--- src/rtl/tiny_dnn_seq.sv ---
// Loop sequencer for the tiny-dnn input/output buffer datapath: walks outputs (k) over inputs (i),
// drives input-buffer reads and emits output-buffer write strobes LAT cycles after each output's last read.
module tiny_dnn_seq #(
    parameter int LAT = 4
) (
    input  logic        clk_i,
    input  logic        reset_i,
    input  logic        run_i,
    input  logic [12:0] id_i,
    input  logic [12:0] od_i,
    input  logic [11:0] ib_i,
    input  logic [11:0] istep_i,
    input  logic [11:0] ob_i,
    input  logic        sbank_i,
    input  logic        dbank_i,
    input  logic        acc_i,
    input  logic        src_v_i,
    input  logic        src_a12_i,
    output logic        exec_o,
    output logic [12:0] ia_o,
    output logic        first_o,
    output logic        outr_o,
    output logic        accr_o,
    output logic [12:0] oa_o,
    output logic        busy_o,
    output logic        done_o
);

    typedef enum logic [1:0] {IDLE, RUN, DRAIN, FIN} state_t;

    state_t      state_q;
    logic [12:0] id_q;
    logic [12:0] od_q;
    logic [11:0] ib_q;
    logic [11:0] istep_q;
    logic [11:0] ob_q;
    logic        sbank_q;
    logic        dbank_q;
    logic        acc_q;
    logic [11:0] i_q;
    logic [11:0] k_q;
    logic [11:0] kstep_q;

    logic [LAT-1:0] dl_v_q;
    logic [11:0]    dl_k_q [LAT];

    logic        pause;
    logic        step;
    logic        last_i;
    logic        last_k;
    logic        pending;
    logic [11:0] addr_lo;

    // DMA writes to the bank being read take priority over the sequencer.
    assign pause   = src_v_i & (src_a12_i == sbank_q);
    assign step    = (state_q == RUN) & ~pause;
    assign last_i  = ({1'b0, i_q} == (id_q - 13'd1));
    assign last_k  = ({1'b0, k_q} == (od_q - 13'd1));
    assign addr_lo = ib_q + kstep_q + i_q;

    // Entries that will still be in the line after the next shift.
    always_comb begin
        pending = 1'b0;
        for (int j = 0; j < LAT - 1; j++) begin
            pending = pending | dl_v_q[j];
        end
    end

    always_ff @(posedge clk_i or posedge reset_i) begin
        if (reset_i) begin
            state_q <= IDLE;
            id_q    <= '0;
            od_q    <= '0;
            ib_q    <= '0;
            istep_q <= '0;
            ob_q    <= '0;
            sbank_q <= 1'b0;
            dbank_q <= 1'b0;
            acc_q   <= 1'b0;
            i_q     <= '0;
            k_q     <= '0;
            kstep_q <= '0;
        end else begin
            case (state_q)
                IDLE: begin
                    if (run_i) begin
                        id_q    <= id_i;
                        od_q    <= od_i;
                        ib_q    <= ib_i;
                        istep_q <= istep_i;
                        ob_q    <= ob_i;
                        sbank_q <= sbank_i;
                        dbank_q <= dbank_i;
                        acc_q   <= acc_i;
                        i_q     <= '0;
                        k_q     <= '0;
                        kstep_q <= '0;
                        state_q <= ((id_i == 13'd0) || (od_i == 13'd0)) ? FIN : RUN;
                    end
                end
                RUN: begin
                    if (step) begin
                        if (last_i) begin
                            i_q     <= '0;
                            k_q     <= k_q + 12'd1;
                            kstep_q <= kstep_q + istep_q;
                            if (last_k) begin
                                state_q <= DRAIN;
                            end
                        end else begin
                            i_q <= i_q + 12'd1;
                        end
                    end
                end
                DRAIN: begin
                    if (!pending) begin
                        state_q <= FIN;
                    end
                end
                FIN: begin
                    state_q <= IDLE;
                end
                default: begin
                    state_q <= IDLE;
                end
            endcase
        end
    end

    // MAC latency line: carries the output index of each completed output.
    always_ff @(posedge clk_i or posedge reset_i) begin
        if (reset_i) begin
            for (int j = 0; j < LAT; j++) begin
                dl_v_q[j] <= 1'b0;
                dl_k_q[j] <= '0;
            end
        end else begin
            dl_v_q[0] <= step & last_i;
            dl_k_q[0] <= k_q;
            for (int j = 1; j < LAT; j++) begin
                dl_v_q[j] <= dl_v_q[j-1];
                dl_k_q[j] <= dl_k_q[j-1];
            end
        end
    end

    assign exec_o  = step;
    assign ia_o    = step ? {sbank_q, addr_lo} : 13'd0;
    assign first_o = step & (i_q == 12'd0);
    assign outr_o  = dl_v_q[LAT-1];
    assign accr_o  = dl_v_q[LAT-1] & acc_q;
    assign oa_o    = dl_v_q[LAT-1] ? {dbank_q, ob_q + dl_k_q[LAT-1]} : 13'd0;
    assign busy_o  = (state_q == RUN) || (state_q == DRAIN);
    assign done_o  = (state_q == FIN);

endmodule

--- config.mk ---
export PLATFORM = sky130hd
export DESIGN_NAME = tiny_dnn_seq
export DESIGN_NICKNAME = d
export VERILOG_FILES = /design/src/rtl/tiny_dnn_seq.sv
export SDC_FILE = /design/constraint.sdc
export NUM_CORES = 1
export LEC_CHECK = 0
export ABC_AREA = 1
export BUFFER_PORTS_ARGS = -buffer_cell sky130_fd_sc_hd__buf_4
export CORE_ASPECT_RATIO = 0.7
export CORE_MARGIN = 2
export CORE_UTILIZATION = 40
export CTS_BUF_LIST = sky130_fd_sc_hd__clkbuf_16
export DETAILED_ROUTE_END_ITERATION = 12
export GPL_TIMING_DRIVEN = 0
export HOLD_SLACK_MARGIN = 0.02
export PLACE_DENSITY_LB_ADDON = 0.1
export SYNTH_ARGS = -nofsm -noshare
export SYNTH_HDL_FRONTEND = slang
export SYNTH_SLANG_ARGS = --single-unit
--- constraint.sdc ---
create_clock -name clk_i -period 9.3 [get_ports clk_i]
set_input_delay 0.93 -clock clk_i [delete_from_list [all_inputs] [get_ports clk_i]]
set_output_delay 0.93 -clock clk_i [all_outputs]
set_load 0.02 [all_outputs]
# == Word level (Yosys, flattened, before mapping) ==
# Index checks and enable logic that the tools add are counted.
# Widths: inputs -> output; s select.
# word_totals
memories,0
reg_bits,155
ramBits,0
inputBits,70
out_inout_bits,32
latch_bits,0
rom_bits,0
# op_classes
bitwise_logic,8
add_sub_neg,8
reduce_logical,11
multipliers,0
n_div,0
n_shift,0
eq_ne,11
n_mux,19
magnitude_cmp,0
# op_table
cell,count
$mux 12,7
$pmux 12 s2,3
$add 12x12->12,4
$eq 12x13->1,2
$logic_not 13->1,2
$mux 13,2
$sub 13x1->13 const B,2
$add 12x1->12 const B,2
$logic_not 12->1,1
$mux 2,6
$ne 2x2->1 const B,5
$pmux 2 s4,1
$and 1x1->1,5
$reduce_and 5->1,1
$eq 2x2->1 const B,2
$reduce_and 4->1,1
$reduce_and 3->1,1
$eq 2x1->1 const B,1
$logic_not 2->1,1
$logic_or 1x1->1,2
$or 1x1->1,2
$reduce_and 2->1,1
$reduce_bool 2->1,1
$eq 1x1->1,1
$not 1->1,1

# == Depth between registers and ports, before layout ==
# Gate-level depths: netlist of run 1.
# depth
word_depth,6
mapped_depth,16
mapped_depth_nobuf,14

# == Least setup slack after synthesis of run 1 ==
# No wires, ideal clock.
# synth_timing
path_type,flip-flop to output port
startpoint,reg i_q[1]
endpoint,out ia_o[9]
path_slack_ps,5827
path_stages_with_launch,12
t_required_ps,8370
arrival_time_ps,2543
path_cell_list,dfrtp_1 > fa_1 > ha_1 > inv_1 > fa_1 > inv_1 > a21oi_1 > o21ai_0 > nand2_1 > nand2_1 > nor2_1 > nor3b_1
# synth_between
elab_chain_cells,2
# synth_lines
element,line,source
from (decl),40,logic [11:0] i_q;
from (signal assigned),111,i_q <= i_q + 12'd1;
$add 12x12->12,59,assign addr_lo = ib_q + kstep_q + i_q;
$mux 13,148,"assign ia_o = step ? {sbank_q, addr_lo} : 13'd0;"
to (decl),20,"output logic [12:0] ia_o,"
# Every way passes these cells.

# == Final worst setup path of run 1 ==
# Ends and elaborated chain as after synthesis.

==> flow_summary.json, run 1 <==
{
  "cp_data_arrival_time_ns": 3.09,
  "vias": 6767,
  "clk_pin_slew_ns": 0.07,
  "drc": 0,
  "grt_max_degree": 107,
  "p_leak_uw": 0.00514,
  "grt_pass1_vias": 6268,
  "ys_ff_latch": 155,
  "crit_type": "reg -> out",
  "power_density_nw_per_um2": 274,
  "post_cts_buffers": 0,
  "portBuffers": 101,
  "cp-startpoint": "i_q[1]$_DFFE_PP0P_",
  "max_slew_margin_pct": 32.5,
  "setup_violations": 0,
  "rr_worst_depth": 10,
  "die-height_um": 127,
  "min_path_type": "reg -> reg",
  "placed_area_um2": 9720,
  "clock_skew_ns": 0.0119,
  "r2r_start": "state_q[1]$_DFFE_PP0P_",
  "cp_slowest_cell": "fa_1",
  "yosysSeqAreaShare_pct": 45.2,
  "fmax_ghz": 0.249,
  "cts_buffers": 17,
  "worstSetupEndpointType": "primary output",
  "synth_edf_count": 0,
  "drive_above_1_share_pct": 18.0,
  "gp_congestion": 0.846,
  "ir_drop_v": 0.000161,
  "synth.distinct_cells": 44,
  "slowest_delay_ns": 0.56,
  "routed_wl_um": 20600,
  "grt_overflow_total": 0,
  "die_w_um": 179,
  "avgViaCountPerCell": 4.84,
  "startpoint_type": "register",
  "antenna_found_initial": 1,
  "cap_violations": 0,
  "start_util_pct": 41.1,
  "finalMaxSlewViolations": 0,
  "final_common_cell": "nand2_1",
  "final_cell_mix": "219 x nand2_1, 155 x dfrtp_1, 101 x buf_4",
  "required_ns": 8.37,
  "num_rows": 44,
  "dr.pass1.iters": 5,
  "synth.cell_area_um2": 8580,
  "avgSynthCellArea_um2": 8.70,
  "cts_tree": "done",
  "endpoint": "ia_o[9]",
  "grt_pass1_wl_um": 33500,
  "outcome": "finished, final reports clean",
  "synthToLayoutAreaGrowth_pct": 20.2,
  "postRouteAntennaNets": 0,
  "drtIter0Drc": 411,
  "post-route-period-util_pct": 43.2,
  "htree_levels": 4,
  "ff2ff_setup_slack_ns": 6.51,
  "avgRoutedWirePerCell_um": 14.8,
  "root_buffer": "clkbuf_16",
  "holdBufCountCts": 0,
  "rsz0062_at_grt": "false",
  "place_hpwl_um": 15800,
  "fin_nets": 1233,
  "min_period_ns": 4.02,
  "synthFlopType": "dfrtp_1",
  "clk_path_buf_depth": 2,
  "synthTopCellsByArea": "dfrtp_1 45%, nand2_1 9.6%, ha_1 6.0%",
  "synth.net_count": 1112,
  "yosysTopAreaCellShare_pct": 45.2,
  "synth_area_leader_cell": "dfrtp_1",
  "clock-sinks": 155,
  "worst_slew_pin_slew_ns": 1.01,
  "die-area_um2": 22700,
  "core_area_um2": 20900,
  "yosysWarnings": 0,
  "fin_setup_tns_ns": 0,
  "ios": 102,
  "diodes": 0,
  "cts_resized": 0,
  "worstSkewPairLatency_ns": 0.44,
  "hold_violations": 0,
  "final_area_um2": 10300,
  "synthArstFlopShare_pct": 100,
  "track_usage_pct": 19.2,
  "path_max_fanout": 5,
  "synth_cells": 987,
  "r2r_end": "kstep_q[11]$_DFFE_PP0P_",
  "fillers": 2016,
  "crit_chain": "fa_1, ha_1, inv_1, fa_1, inv_1, a21oi_1, o21ai_0, nand2_1, nand2_1, nor2_1, nor3b_1, buf_4"
}
-- cell type report --
cell class,instances,area [um^2],share of cell area [%]
Clock buffer,17,425,4.12
Timing Repair Buffer,102,786,7.62
Buffer,23,123,1.19
Tap cell,276,345,3.35
Clock inverter,15,169,1.64
Multi-Input combinational cell,712,4220,40.9
Sequential cell,155,3880,37.6
Inverter,97,372,3.60
-- registers in the layout (all words and copies together) (netlist names) --
| signal | flops |
|---|---|
| acc_q | 1 |
| dbank_q | 1 |
| dl_k_q | 48 |
| dl_v_q | 4 |
| i_q | 12 |
| ib_q | 12 |
| id_q | 13 |
| istep_q | 12 |
| k_q | 12 |
| kstep_q | 12 |
| ob_q | 12 |
| od_q | 13 |
| sbank_q | 1 |
| state_q | 2 |
-- cell families (layout without fill, tap and decap cells) --
group | Yosys count | count (layout) | share of synthesized area, %
flip-flops | 155 | 155 | 45.2
AND/OR/NAND/NOR | 443 | 443 | 22.4
XOR/XNOR | 32 | 32 | 3.27
AO/OA/AOI/OAI | 141 | 141 | 8.85
adder cells (fa/ha/maj) | 55 | 55 | 9.24
buffers and inverters | 120 | 254 | 5.67
multiplexers | 41 | 41 | 5.38
-- power by group --
part           switching (uW)  internal (uW)  total [uW]  leakage [uW]
clock                     323            385         708      0.000295
sequential                159            840         998       0.00201
combinational             666            451        1120       0.00284
total                    1150           1680        2820       0.00514
-- cell usage after synthesis (4+ instances only) --
cell	number
xor2_1	20
a21oi_1	63
and3_1	9
inv_1	95
fa_1	14
nand2_1	219
nor4_1	7
ha_1	41
nand4_1	14
nor3_1	14
dfrtp_1	155
nand3_1	70
nor2_1	90
o2111ai_1	4
clkbuf_1	8
o21ai_0	43
xnor2_1	12
o21ai_1	20
buf_1	6
buf_6	4
or2_2	4
mux2_2	41
-- critical path: cells and delay by family (launching register included) --
kind / cells / cell delay (ns)
adders and majority gates: 3 / 1.13
AOI/OAI and AO/OA: 2 / 0.26
buffers and inverters: 3 / 0.38
DFF: 1 / 0.51
and+or+nand+nor: 4 / 0.36
-- stage by stage --
stage / total power (uW) / hold WS [ns] / util (%) / setup slack (ns) / cells
finish: 2820 / 0.343 / 49.4 / 5.28 / 1397
global route: 3040 / 0.351 / 49.4 / 5.06 / 1397
CTS: 2850 / 0.345 / 49.4 / 5.28 / 1397
detailed placement: 2130 / 0.335 / 46.6 / 5.75 / 1365
global placement: 2110 / 0.333 / 46.4 / 2.29 / 1364
floorplan: 1790 / 0.331 / - / 4.19 / 987
-- how the worst min path moves through the flow --
stage | slack (ns) | depth (start not counted) | start | endpoint
6_report | 0.34 | 0 | dl_k_q[23]$_DFF_PP0_ | dl_k_q[11]$_DFF_PP0_
5_1_grt | 0.35 | 0 | dl_k_q[22]$_DFF_PP0_ | dl_k_q[10]$_DFF_PP0_
4_1_cts | 0.34 | 0 | dl_k_q[23]$_DFF_PP0_ | dl_k_q[11]$_DFF_PP0_
3_5_place_dp | 0.33 | 0 | dl_k_q[12]$_DFF_PP0_ | dl_k_q[0]$_DFF_PP0_
3_3_place_gp | 0.33 | 0 | dl_k_q[13]$_DFF_PP0_ | dl_k_q[1]$_DFF_PP0_
2_1_floorplan | 0.33 | 0 | dl_k_q[12]$_DFF_PP0_ | dl_k_q[0]$_DFF_PP0_
-- metal layers --
| metal | wire length (um) | vias to the layer above | global-route usage (%) |
|---|---|---|---|
| li1 | - | 3502 | - |
| met1 | 11800 | 3100 | 32.4 |
| met2 | 7660 | 146 | 24.4 |
| met3 | 985 | 17 | 3.81 |
| met4 | 172 | 2 | 4.30 |
| met5 | 13 | - | 0 |
Note: power is estimated with default switching activity, not from simulation.
==> run 2, diff against run 1 <==
Clock period 9.3 ns to 3.95 ns, I/O delays scaled along.
==> run 2 against run 1 <==
  * First-iteration DRC count grew 4.1%
  * Worst hold slack lost 0.16 ns
  * Combinational power grew 130%
  * Final cell count grew 0.29%
  * Critical endpoint unchanged
  * Critical path type unchanged
==> flow_summary.json, run 2 (synthesis gave the netlist of run 1 again) <==
{
  "outcome": "finished, final reports clean",
  "p_leak_uw": 0.00517,
  "post_cts_buffers": 0,
  "fin_util_pct": 49.8,
  "path_max_fanout": 5,
  "fillers": 2030,
  "min_period_ns": 3.55,
  "avgRoutedWirePerCell_um": 14.6,
  "place_hpwl_um": 16000,
  "synthToLayoutAreaGrowth_pct": 21.2,
  "post-route-period-util_pct": 90.0,
  "cts_tree": "done",
  "die-area_um2": 22700,
  "fin_nets": 1237,
  "clock_skew_ns": 0.0111,
  "clk_pin_slew_ns": 0.07,
  "met2_usage_pct": 24.8,
  "die-height_um": 127,
  "p_seq_share_pct": 35.2,
  "crit_type": "reg -> out",
  "fin_setup_tns_ns": 0,
  "start_util_pct": 41.1,
  "track_usage_pct": 19.3,
  "portBuffers": 101,
  "clkPwrFrac_pct": 25.3,
  "drive_above_1_share_pct": 18.3,
  "cts_buffers": 17,
  "diodes": 0,
  "final_cell_mix": "219 x nand2_1, 155 x dfrtp_1, 101 x buf_4",
  "power_switching_uw": 2710,
  "postRouteAntennaNets": 0,
  "vias": 6765,
  "whs_ns": 0.186,
  "antenna_found_initial": 0,
  "power_density_nw_per_um2": 641,
  "drc": 0,
  "met3_usage_pct": 3.96,
  "power_frac_comb_pct": 39.5,
  "core_area_um2": 20900,
  "finalPower_uw": 6670,
  "startpoint_type": "register",
  "cp_data_arrival_time_ns": 3.16,
  "worstSetupEndpointType": "primary output",
  "swShare_pct": 40.6,
  "worst_slew_pin_slew_ns": 0.910,
  "rsz0062_at_grt": "false",
  "drtIter0Drc": 428,
  "globalRouteMet1Util_pct": 32.2,
  "clk_path_buf_depth": 2,
  "max_slew_margin_pct": 39.3,
  "ff_latch_area_um2": 3880,
  "grt_pass1_wl_um": 33900,
  "setup_violations": 0,
  "min_path_type": "in -> reg",
  "intPower_uw": 3960,
  "top_regs": "dl_k_q: 48 flops, id_q: 13 flops, od_q: 13 flops",
  "regMostFlops": "dl_k_q",
  "fmax_ghz": 0.281,
  "finalMaxSlewViolations": 0,
  "die_w_um": 179,
  "num_rows": 44,
  "largest_reg_flops": 48,
  "clock-sinks": 155,
  "root_buffer": "clkbuf_16",
  "avgViaCountPerCell": 4.83,
  "grt-busiest-layer": "met1",
  "ios": 102,
  "grt_overflow_total": 0,
  "gp_congestion": 0.817,
  "grt_max_degree": 42,
  "worstSkewPairLatency_ns": 0.44,
  "grt_pass1_vias": 6375,
  "htree_levels": 4,
  "final_common_cell": "nand2_1",
  "hold_violations": 0,
  "ir_drop_v": 0.000485,
  "cap_violations": 0,
  "multi_input_area_um2": 4220,
  "dr.pass1.iters": 5,
  "routed_wl_um": 20500,
  "required_ns": 3.56
}
## run 2: changes by cell type in the layout (fill, tap and decap cells not counted), sizes merged
cell	before	now
clkinvlp	1	2
clkinv	2	6
buf	115	118
dlygate4sd3	0	1
inv	108	103
## run 2: area by class of cell
| cell class | instances | share of cell area, % |
|---|---|---|
| multi-input cells | 712 | 40.5 |
| flip-flops and latches | 155 | 37.3 |
| repair buffers | 106 | 8.16 |
| clock buffers | 17 | 4.09 |
| inverters | 97 | 3.54 |
| well taps | 276 | 3.32 |
| clock inverters | 15 | 1.87 |
| plain buffers | 23 | 1.18 |
## run 2: power groups by stage
| stage | combinational (uW) | clock [uW] | sequential, uW |
|---|---|---|---|
| 2_1_floorplan | 1960 | 0 | 2260 |
| 3_3_place_gp | 2590 | 0 | 2360 |
| 3_5_place_dp | 2630 | 0 | 2370 |
| 4_1_cts | 2650 | 1730 | 2350 |
| 5_1_grt | 3010 | 1800 | 2410 |
| 6_report | 2630 | 1690 | 2350 |
## run 2: worst paths after layout
kind                                        start                       to  slack, ns  depth (start not counted)
setup / recovery               i_q[1]$_DFFE_PP0P_                  ia_o[9]       0.40                         12
max in group asynchronous                 reset_i      id_q[7]$_DFFE_PP0P_       2.13                          7
min in group asynchronous                 reset_i      ob_q[7]$_DFFE_PP0P_       0.55                          3
hold reg to reg              dl_k_q[17]$_DFF_PP0_      dl_k_q[5]$_DFF_PP0_       0.34                          0
setup reg to reg           state_q[1]$_DFFE_PP0P_  kstep_q[11]$_DFFE_PP0P_       1.13                         10
hold / removal                            ob_i[1]      ob_q[1]$_DFFE_PP0P_       0.19                          2
## run 2: stage by stage
stage | cell area (um^2) | instances | setup WS (ns)
2_1_floorplan | 8590 | 987 | 1.01
3_3_place_gp | 9690 | 1364 | 0.595
3_5_place_dp | 9770 | 1368 | 0.894
4_1_cts | 10400 | 1401 | 0.399
5_1_grt | 10400 | 1401 | 0.104
6_report | 10400 | 1401 | 0.396
## run 2: routing by layer
metal / vias up / wire length (um)
met5: - / 0
met4: 0 / 201
met3: 15 / 999
met2: 154 / 7630
met1: 3077 / 11700
li1: 3519 / -
## run 2: critical path: stages, from the launching register on
cell     delay [ns]
dfrtp_1        0.50
fa_1           0.56
ha_1           0.23
inv_1          0.08
fa_1           0.35
inv_1          0.13
a21oi_1        0.12
o21ai_0        0.17
nand2_1        0.07
nand2_1        0.07
nor2_1         0.04
nor3b_1        0.22
buf_4          0.19
## run 2: what timing repair did
action	in CTS	in global routing
hold buffers	1	0
gates resized for setup	0	0
hold endpoints to repair	22	0
==> run 3, diff against run 2 <==
Settings changed: GPL_ROUTABILITY_DRIVEN from default to 0, REMOVE_ABC_BUFFERS from default to 1.
Clock period 3.95 ns to 3.9 ns, I/O delays scaled along.
==> run 3 against run 2 <==
  * Sequential power about the same
  * Via count shrank 1.0%
  * First-iteration DRC count increased by 2.3%
  * Setup slack worse by 0.012 ns
  * Cell area fell by 1.4%
  * Largest cell class unchanged
  * Critical endpoint unchanged
  * Core utilization is 0.71 points lower
==> flow_summary.json, run 3 (synthesis gave the netlist of run 1 again) <==
{
  "outcome": "finished, final reports clean",
  "diodes": 0,
  "path_max_fanout": 5,
  "post_cts_buffers": 0,
  "rr_worst_depth": 8,
  "clk_path_buf_depth": 2,
  "drc": 0,
  "required_ns": 3.51,
  "postRouteAntennaNets": 0,
  "placedCellCount": 1343,
  "cp_data_arrival_time_ns": 3.13,
  "min_period_ns": 3.52,
  "fillers": 2058,
  "cts_tree": "done",
  "num_rows": 44,
  "power_density_nw_per_um2": 643,
  "r2r_end": "k_q[0]$_DFFE_PP0P_",
  "fin_setup_tns_ns": 0,
  "drtIter0Drc": 438,
  "drive_above_1_share_pct": 17.8,
  "antenna_found_initial": 0,
  "synthToLayoutAreaGrowth_pct": 19.4,
  "track_usage_pct": 18.1,
  "grt_max_degree": 80,
  "ir_drop_v": 0.000495,
  "rsz0062_at_grt": "false",
  "p_seq_share_pct": 36.1,
  "cts_resized": 0,
  "final_common_cell": "nand2_1",
  "avgRoutedWirePerCell_um": 14.2,
  "r2r_start": "state_q[1]$_DFFE_PP0P_",
  "fmax_ghz": 0.284,
  "hold_violations": 0,
  "largest_reg_flops": 48,
  "grt_pass1_vias": 6043,
  "max_slew_margin_pct": 43.2,
  "intPower_uw": 3900,
  "worstSetupEndpointType": "primary output",
  "cts_buffers": 17,
  "dr.pass1.iters": 5,
  "place_hpwl_um": 14500,
  "cap_violations": 0,
  "clock-sinks": 155,
  "start_util_pct": 41.1,
  "routed_wl_um": 19600,
  "final-instance-count-excl-fill": 1375,
  "clkPwrFrac_pct": 25.6,
  "avgViaCountPerCell": 4.87,
  "final_cell_mix": "218 x nand2_1, 155 x dfrtp_1, 101 x buf_4",
  "startpoint_type": "register",
  "fin_nets": 1211,
  "ios": 102,
  "placed_area_um2": 9630,
  "portBuffers": 101,
  "grt_overflow_total": 0,
  "crit_type": "reg -> out",
  "slowest_delay_ns": 0.54,
  "vias": 6694,
  "die_w_um": 179,
  "die-area_um2": 22700,
  "clk_pin_slew_ns": 0.07,
  "finalMaxSlewViolations": 0,
  "finalPower_uw": 6590,
  "p_leak_uw": 0.00510,
  "die-height_um": 127,
  "clock_skew_ns": 0.00950,
  "top_regs": "dl_k_q: 48 flops, id_q: 13 flops, od_q: 13 flops",
  "regMostFlops": "dl_k_q",
  "whs_ns": 0.0183,
  "ff_latch_area_um2": 3880,
  "power_frac_comb_pct": 38.3,
  "multi_input_area_um2": 4220,
  "min_path_type": "in -> async",
  "core_area_um2": 20900,
  "crit_chain": "fa_1, ha_1, inv_1, fa_1, inv_1, a21oi_1, o21ai_0, nand2_1, nand2_1, nor2_1, nor3b_1, buf_4",
  "grt_pass1_wl_um": 31800,
  "holdBufCountCts": 0,
  "cp_slowest_cell": "fa_1",
  "post-route-period-util_pct": 90.2,
  "ff2ff_setup_slack_ns": 0.68,
  "root_buffer": "clkbuf_16",
  "setup_violations": 0,
  "worstSkewPairLatency_ns": 0.44,
  "swShare_pct": 40.8,
  "power_switching_uw": 2690,
  "worst_slew_pin_slew_ns": 0.849,
  "htree_levels": 4,
  "final_area_um2": 10200
}
run 3: changes by cell type in the layout (fill, tap and decap cells not counted), sizes merged:
cell | previous run | this run
buf | 118 | 103
bufinv | 1 | 0
clkbuf | 27 | 17
clkinv | 6 | 7
clkinvlp | 2 | 0
dlygate4sd3 | 1 | 0
inv | 103 | 105
run 3: layer usage:
metal / share of wire (%) / track usage [%] / vias up
met1: 58 / 30.4 / 3071
met4: 0.88 / 4.73 / 0
met3: 4.5 / 3.81 / 12
met2: 37 / 22.9 / 134
li1: - / - / 3477
met5: 0 / 0 / -
run 3: how the worst max path moves through the flow:
stage                                  end  cells after the start              startpoint
floorplan                acc_q$_DFFE_PP0P_                      1                 reset_i
global placement    istep_q[7]$_DFFE_PP0P_                      2                 reset_i
detailed placement      k_q[0]$_DFFE_PP0P_                      8  state_q[1]$_DFFE_PP0P_
CTS                                ia_o[9]                     12      i_q[1]$_DFFE_PP0P_
global route                       ia_o[8]                     10      i_q[5]$_DFFE_PP0P_
finish                             ia_o[9]                     12      i_q[1]$_DFFE_PP0P_
run 3: layout make-up:
class | instances | area share, %
Multi-Input combinational cell | 712 | 41.2
Inverter | 97 | 3.63
Clock buffer | 17 | 4.15
Clock inverter | 15 | 1.87
Sequential cell | 155 | 37.8
Tap cell | 276 | 3.37
Timing Repair Buffer | 103 | 7.93
run 3: through the flow:
stage,worst slack (ns),utilization [%]
6_report,0.383,49.1
3_5_place_dp,0.654,46.2
5_1_grt,0.122,49.1
3_3_place_gp,-2.62,45.8
2_1_floorplan,-0.668,-
4_1_cts,0.336,49.1
run 3: worst max-delay path: cells and delay by family (launching register included):
family                     cells  cell delay (ns)
AOI/OAI and AO/OA              2             0.30
adders and majority gates      3             1.11
buffers and inverters          3             0.40
DFF                            1             0.47
and+or+nand+nor                4             0.41
run 3: power groups by stage:
stage	registers, uW	clock network (uW)	logic [uW]
global route	2440	1810	2870
finish	2380	1690	2530
floorplan	2290	0	1910
global placement	2410	0	2520
CTS	2380	1740	2550
detailed placement	2410	0	2520
